$ cat src/rtl/uart_rx.sv
// uart_rx: 8N1 UART receiver with 16x oversampling, mid-bit majority vote and a
// one-deep valid/ready holding register toward the core.
// Optional feature macro: UART_RX_PARITY_EN selects 8E1 framing and adds the
// parity_err output and the PARITY state.
module uart_rx #(
    parameter int unsigned BR   = 115200,
    parameter int unsigned CLKF = 18432000
) (
    input  logic       clk,
    input  logic       reset_n,
    input  logic       rx,
    output logic [7:0] rx_data,
    output logic       rx_valid,
    input  logic       rx_ready,
    output logic       frame_err,
    output logic       overrun
`ifdef UART_RX_PARITY_EN
    ,
    output logic       parity_err
`endif
);

    localparam int unsigned BAUD16  = BR * 16;
    localparam int unsigned CLK_DIV = (BAUD16 == 0) ? 1 : CLKF / BAUD16;
    localparam int unsigned DIV_W   = (CLK_DIV > 1) ? $clog2(CLK_DIV) : 1;
    localparam int unsigned DIV_REM = (BAUD16 == 0) ? 0 : CLKF % BAUD16;

    if (BR == 0 || CLKF == 0 || CLKF < BAUD16 || DIV_REM != 0) begin : g_bad_cfg
        $fatal(1, "uart_rx: CLKF must be a nonzero integer multiple of 16*BR");
    end

`ifdef UART_RX_PARITY_EN
    typedef enum logic [2:0] {StIdle, StStart, StData, StParity, StStop} state_t;
`else
    typedef enum logic [1:0] {StIdle, StStart, StData, StStop} state_t;
`endif

    logic             r_sync1;
    logic             r_sync2;
    logic             w_rxs;

    state_t           r_state;
    state_t           w_state_nxt;
    logic [DIV_W-1:0] r_div;
    logic [DIV_W-1:0] w_div_nxt;
    logic [3:0]       r_s;
    logic [3:0]       w_s_nxt;
    logic [3:0]       w_s_inc;
    logic [2:0]       r_b;
    logic [2:0]       w_b_nxt;
    logic [7:0]       r_shift;
    logic [7:0]       w_shift_nxt;
    logic             r_v7;
    logic             w_v7_nxt;
    logic             r_v8;
    logic             w_v8_nxt;
    logic [7:0]       r_data;
    logic [7:0]       w_data_nxt;
    logic             r_valid;
    logic             w_valid_nxt;
    logic             r_ferr;
    logic             w_ferr_nxt;
    logic             r_ovr;
    logic             w_ovr_nxt;
    logic             w_tick;
    logic             w_vote;
    logic             w_vote_now;
`ifdef UART_RX_PARITY_EN
    logic             r_par_bad;
    logic             w_par_bad_nxt;
    logic             r_perr;
    logic             w_perr_nxt;
`endif

    // Two-flop synchronizer for the asynchronous line; idles high out of reset.
    always_ff @(posedge clk or negedge reset_n) begin
        if (!reset_n) begin
            r_sync1 <= 1'b1;
            r_sync2 <= 1'b1;
        end else begin
            r_sync1 <= rx;
            r_sync2 <= r_sync1;
        end
    end

    assign w_rxs      = r_sync2;
    assign w_tick     = (r_state != StIdle) && (r_div == DIV_W'(CLK_DIV - 1));
    assign w_s_inc    = r_s + 4'd1;
    // Majority of the samples taken as s reaches 7, 8 and 9; decided at 9.
    assign w_vote     = (r_v7 & r_v8) | (r_v7 & w_rxs) | (r_v8 & w_rxs);
    assign w_vote_now = w_tick && (w_s_inc == 4'd9);

    // Next-state, datapath and output-pulse logic of the receive FSM.
    always_comb begin
        w_state_nxt = r_state;
        w_div_nxt   = r_div;
        w_s_nxt     = r_s;
        w_b_nxt     = r_b;
        w_shift_nxt = r_shift;
        w_v7_nxt    = r_v7;
        w_v8_nxt    = r_v8;
        w_data_nxt  = r_data;
        w_valid_nxt = r_valid;
        w_ferr_nxt  = 1'b0;
        w_ovr_nxt   = 1'b0;
`ifdef UART_RX_PARITY_EN
        w_par_bad_nxt = r_par_bad;
        w_perr_nxt    = 1'b0;
`endif

        if (r_valid && rx_ready) begin
            w_valid_nxt = 1'b0;
        end

        if (r_state != StIdle) begin
            w_div_nxt = w_tick ? '0 : r_div + 1'b1;
            if (w_tick) begin
                // s wraps 15->0 naturally, so votes stay exactly 16 ticks apart
                // from the start bit onwards.
                w_s_nxt = w_s_inc;
                if (w_s_inc == 4'd7) begin
                    w_v7_nxt = w_rxs;
                end
                if (w_s_inc == 4'd8) begin
                    w_v8_nxt = w_rxs;
                end
            end
        end

        unique case (r_state)
            StIdle: begin
                w_div_nxt = '0;
                w_s_nxt   = '0;
                if (!w_rxs) begin
                    w_state_nxt = StStart;
                end
            end
            StStart: begin
                if (w_vote_now) begin
                    if (w_vote) begin
                        w_state_nxt = StIdle;
                    end else begin
                        w_b_nxt     = '0;
                        w_state_nxt = StData;
                    end
                end
            end
            StData: begin
                if (w_vote_now) begin
                    w_shift_nxt = {w_vote, r_shift[7:1]};
                    w_b_nxt     = r_b + 3'd1;
                    if (r_b == 3'd7) begin
`ifdef UART_RX_PARITY_EN
                        w_state_nxt = StParity;
`else
                        w_state_nxt = StStop;
`endif
                    end
                end
            end
`ifdef UART_RX_PARITY_EN
            StParity: begin
                if (w_vote_now) begin
                    // Even parity: data ones plus parity bit must be even.
                    w_par_bad_nxt = (^r_shift) ^ w_vote;
                    w_state_nxt   = StStop;
                end
            end
`endif
            StStop: begin
                if (w_vote_now) begin
                    // Return to IDLE at mid-stop so a following start edge is seen.
                    w_state_nxt = StIdle;
`ifdef UART_RX_PARITY_EN
                    w_perr_nxt = r_par_bad;
`endif
                    if (!w_vote) begin
                        w_ferr_nxt = 1'b1;
                    end else if (r_valid && !rx_ready) begin
                        w_ovr_nxt = 1'b1;
                    end else begin
                        w_data_nxt  = r_shift;
                        w_valid_nxt = 1'b1;
                    end
                end
            end
            default: begin
                w_state_nxt = StIdle;
            end
        endcase
    end

    // State, counters, shift register, holding register and flag pulses.
    always_ff @(posedge clk or negedge reset_n) begin
        if (!reset_n) begin
            r_state <= StIdle;
            r_div   <= '0;
            r_s     <= '0;
            r_b     <= '0;
            r_shift <= '0;
            r_v7    <= 1'b1;
            r_v8    <= 1'b1;
            r_data  <= '0;
            r_valid <= 1'b0;
            r_ferr  <= 1'b0;
            r_ovr   <= 1'b0;
`ifdef UART_RX_PARITY_EN
            r_par_bad <= 1'b0;
            r_perr    <= 1'b0;
`endif
        end else begin
            r_state <= w_state_nxt;
            r_div   <= w_div_nxt;
            r_s     <= w_s_nxt;
            r_b     <= w_b_nxt;
            r_shift <= w_shift_nxt;
            r_v7    <= w_v7_nxt;
            r_v8    <= w_v8_nxt;
            r_data  <= w_data_nxt;
            r_valid <= w_valid_nxt;
            r_ferr  <= w_ferr_nxt;
            r_ovr   <= w_ovr_nxt;
`ifdef UART_RX_PARITY_EN
            r_par_bad <= w_par_bad_nxt;
            r_perr    <= w_perr_nxt;
`endif
        end
    end

    assign rx_data   = r_data;
    assign rx_valid  = r_valid;
    assign frame_err = r_ferr;
    assign overrun   = r_ovr;
`ifdef UART_RX_PARITY_EN
    assign parity_err = r_perr;
`endif

endmodule

$ cat config.mk
export PLATFORM = sky130hd
export DESIGN_NAME = uart_rx
export DESIGN_NICKNAME = d
export VERILOG_FILES = /design/src/rtl/uart_rx.sv
export SDC_FILE = /design/constraint.sdc
export NUM_CORES = 1
export LEC_CHECK = 0
export BUFFER_PORTS_ARGS = -buffer_cell sky130_fd_sc_hd__buf_4
export CELL_PAD_IN_SITES_DETAIL_PLACEMENT = 1
export CELL_PAD_IN_SITES_GLOBAL_PLACEMENT = 2
export CORE_AREA = 2 2 63 77
export DETAILED_ROUTE_END_ITERATION = 7
export DIE_AREA = 0 0 65 79
export PLACE_DENSITY = 0.85
export SLEW_MARGIN = 20
export SYNTH_ARGS = -nofsm -noshare
export SYNTH_HDL_FRONTEND = slang
export SYNTH_SLANG_ARGS = --single-unit
$ cat constraint.sdc
create_clock -name clk -period 2.35 [get_ports clk]
set_input_delay 0.47 -clock clk [delete_from_list [all_inputs] [get_ports clk]]
set_output_delay 0.47 -clock clk [all_outputs]
set_load 0.05 [all_outputs]
==> results.sh <==
export IMPL_fin_crit_sh=0.870
export IMPL_grt_max_degree=37
export IMPL_fin_setup_tns_ns=0
export IMPL_dp_hpwl_um=2260
export IMPL_synth_top_area_frac=0.469
export IMPL_ys_seq_elements=36
export IMPL_p_leak_nw=0.952
export IMPL_place_inst=195
export IMPL_crit_chain="ha_1 -> and2_4 -> nand3_4 -> mux2i_4 -> and3b_4 -> mux2_2"
export IMPL_core_um2=4430
export IMPL_diodes=0
export IMPL_synth_warning_count=0
export IMPL_maxCapViolCount=0
export IMPL_ys_seq_area_frac=0.530
export IMPL_netlist_area_um2=1710
export IMPL_cp_end_kind="flop"
export IMPL_slew_violations=0
export IMPL_max_slew_margin=0.691
export IMPL_postCtsSetupBuffers=0
export IMPL_cts_sinks=36
export IMPL_final_cell_mix="dfrtp_1 (32), buf_4 (16), mux2_4 (15)"
export IMPL_hp_class="in -> async"
export IMPL_worstSetupPathType="reg -> reg"
export IMPL_power_density_nw_per_um2=595
export IMPL_timing_critical_path_buf_inv=0
export IMPL_crit_slowest_cell="and3b_4"
export IMPL_cts_resized=0
export IMPL_cp_start_kind="flop"
export IMPL_cp_num_cells=6
export IMPL_layout_nets=156
export IMPL_syn_nets=136
export IMPL_viasPerCell=4.89
export IMPL_layout_commonest_cell="dfrtp_1"
export IMPL_port_buffers=14
export IMPL_drc=0
export IMPL_cts_root_buf="clkbuf_8"
export IMPL_grt_pass1_wl_um=5510
export IMPL_grt_pass1_vias=1122
export IMPL_cts_max_path_buffers=2
export IMPL_ir_worst_vdd_uv=276
export IMPL_status="complete, no violations"
export IMPL_period_minus_slack_ns=2.04
export IMPL_critPathArrivalTime_ns=2.22
export IMPL_syn2layout_area_growth_pct=15.8
export IMPL_dieHeight_um=79
export IMPL_postSynthAreaPerCell_um2=13.8
export IMPL_gp_congestion=0.701
export IMPL_drive_above_1_share=0.379
export IMPL_hold_viol_final=0
export IMPL_reg2regPathDepth=6
export IMPL_cts_tree="yes"
export IMPL_synthTopCellsByArea="dfrtp_1 (47%), mux2_4 (13%), dfstp_2 (6.2%), ha_1 (5.9%), mux2_2 (3.3%)"
export IMPL_insertion_delay_ns=0.29
export IMPL_fmax_ghz=0.489
export IMPL_h_tree_depth=2
export IMPL_worst_pin_slew_ns=0.459
export IMPL_routed_wirelength_um=3030
export IMPL_synthDistinctLibCells=32
export IMPL_dr_pass1_iters=4
export IMPL_setup_viol=0
export IMPL_dieWidth_um=65
export IMPL_grt_usage=0.144
export IMPL_instances_no_fill=203
export IMPL_grt_ovfl_total=0
export IMPL_rsz0062_at_grt="no"
export IMPL_yosys_area_top_type="dfrtp_1"
export IMPL_die_area_um2=5140
export IMPL_critPathMaxFanout=11
export IMPL_antenna_found_initial=0
export IMPL_cp_top_family="simple AND/OR/NAND/NOR gates"
export IMPL_clk_pin_slew_ns=0.07
export IMPL_cts_made_buffers=5
export IMPL_wl_per_cell_um=14.9
export IMPL_skew_ns=0.00145
export IMPL_required_ns=2.53
export IMPL_io_pins=15
export IMPL_route_antenna_remaining_nets=0
export IMPL_rows=27
export IMPL_drt_initial_drc_count=33
export IMPL_initial_utilization=0.386
export IMPL_hold_buffers=0
export IMPL_worst_path_largest_cell_delay_ns=0.39
export IMPL_vias=993
export IMPL_syn_instance_count=124
cells by family (layout without fill, tap and decap cells):
group	count (synthesis)	count (layout)	synth area share
and+or+nand+nor	37	37	0.136
buffers and inverters	6	27	0.0242
adders and majority gates	9	9	0.0645
AOI/OAI and AO/OA	8	8	0.0300
DFF	36	36	0.530
xor gates and xnor gates	6	6	0.0308
muxes	22	22	0.185
stage by stage:
step | instance area [µm²] | hold slack, ns | setup slack, ns | utilization | total power, mW
final | 1980 | 0.125 | 0.306 | 0.447 | 1.18
after global routing | 1980 | 0.155 | 0.199 | 0.447 | 1.22
after CTS | 1980 | 0.137 | 0.284 | 0.447 | 1.20
after detailed placement | 1870 | 0.349 | 0.292 | 0.423 | 0.652
after global placement | 1870 | 0.345 | 0.377 | 0.423 | 0.651
after floorplan | 1710 | 0.174 | 0.351 | - | 0.636
synthesized netlist by cell type:
cell type  number
xor2_1          4
dfrtp_1        32
and4_2          1
xnor2_1         2
nand2b_1        1
mux2_1          1
inv_1           3
o21ai_0         2
buf_2           2
nand3_1         4
and3_4          1
maj3_1          1
ha_1            8
and2_1          1
a21oi_2         1
nand4_4         1
buf_12          1
mux2i_4         1
mux2_4         15
nand3_4         1
nand2_1         5
nor2_1         13
nand3b_1        1
mux2_2          5
a22o_1          2
and3b_1         2
nand4_1         3
and3b_4         1
or3_1           1
and2_4          1
a21oi_1         3
dfstp_2         4
power by group:
| group | leakage (nW) | switching [mW] | internal (mW) |
|---|---|---|---|
| Clock | 0.0552 | 0.223 | 0.315 |
| Combinational | 0.423 | 0.0120 | 0.00362 |
| Sequential | 0.474 | 0.00105 | 0.623 |
registers in the layout, summed over array words and instances (netlist names):
register	flops
r_shift	8
rx_data	8
r_div	4
r_s	4
r_b	3
r_state	2
frame_err	1
overrun	1
r_sync1	1
r_sync2	1
r_v7	1
r_v8	1
rx_valid	1
path summary, 6_finish.rpt:
kind	from	endpoint	slack [ns]
worst max-delay path	r_s[0]	r_shift[0]	0.31
worst min-delay path	reset_n	rx_valid	0.13
worst max register to register	r_s[0]	r_shift[0]	0.31
worst min register to register	r_sync1	r_sync2	0.36
max in group asynchronous	reset_n	r_sync1	1.89
min in group clk	rx	r_sync1	0.29
area by class of cell:
| type | count | area [µm²] |
|---|---|---|
| timing repair buffer | 16 | 120 |
| tap | 58 | 72.6 |
| clock inverter | 2 | 35.0 |
| fill | 468 | 2450 |
| multi-input combinational | 82 | 761 |
| inverter | 3 | 11.3 |
| clock buffer | 6 | 72.6 |
| sequential | 36 | 906 |
routing by layer:
metal | part of all wire | track usage | up-vias
met4 | 0.015 | 0.0447 | 0
met5 | 0 | 0 | -
met2 | 0.55 | 0.260 | 17
met3 | 0.029 | 0.0467 | 5
met1 | 0.40 | 0.159 | 503
li1 | - | - | 468
Note: power is estimated with default switching activity, not from simulation.
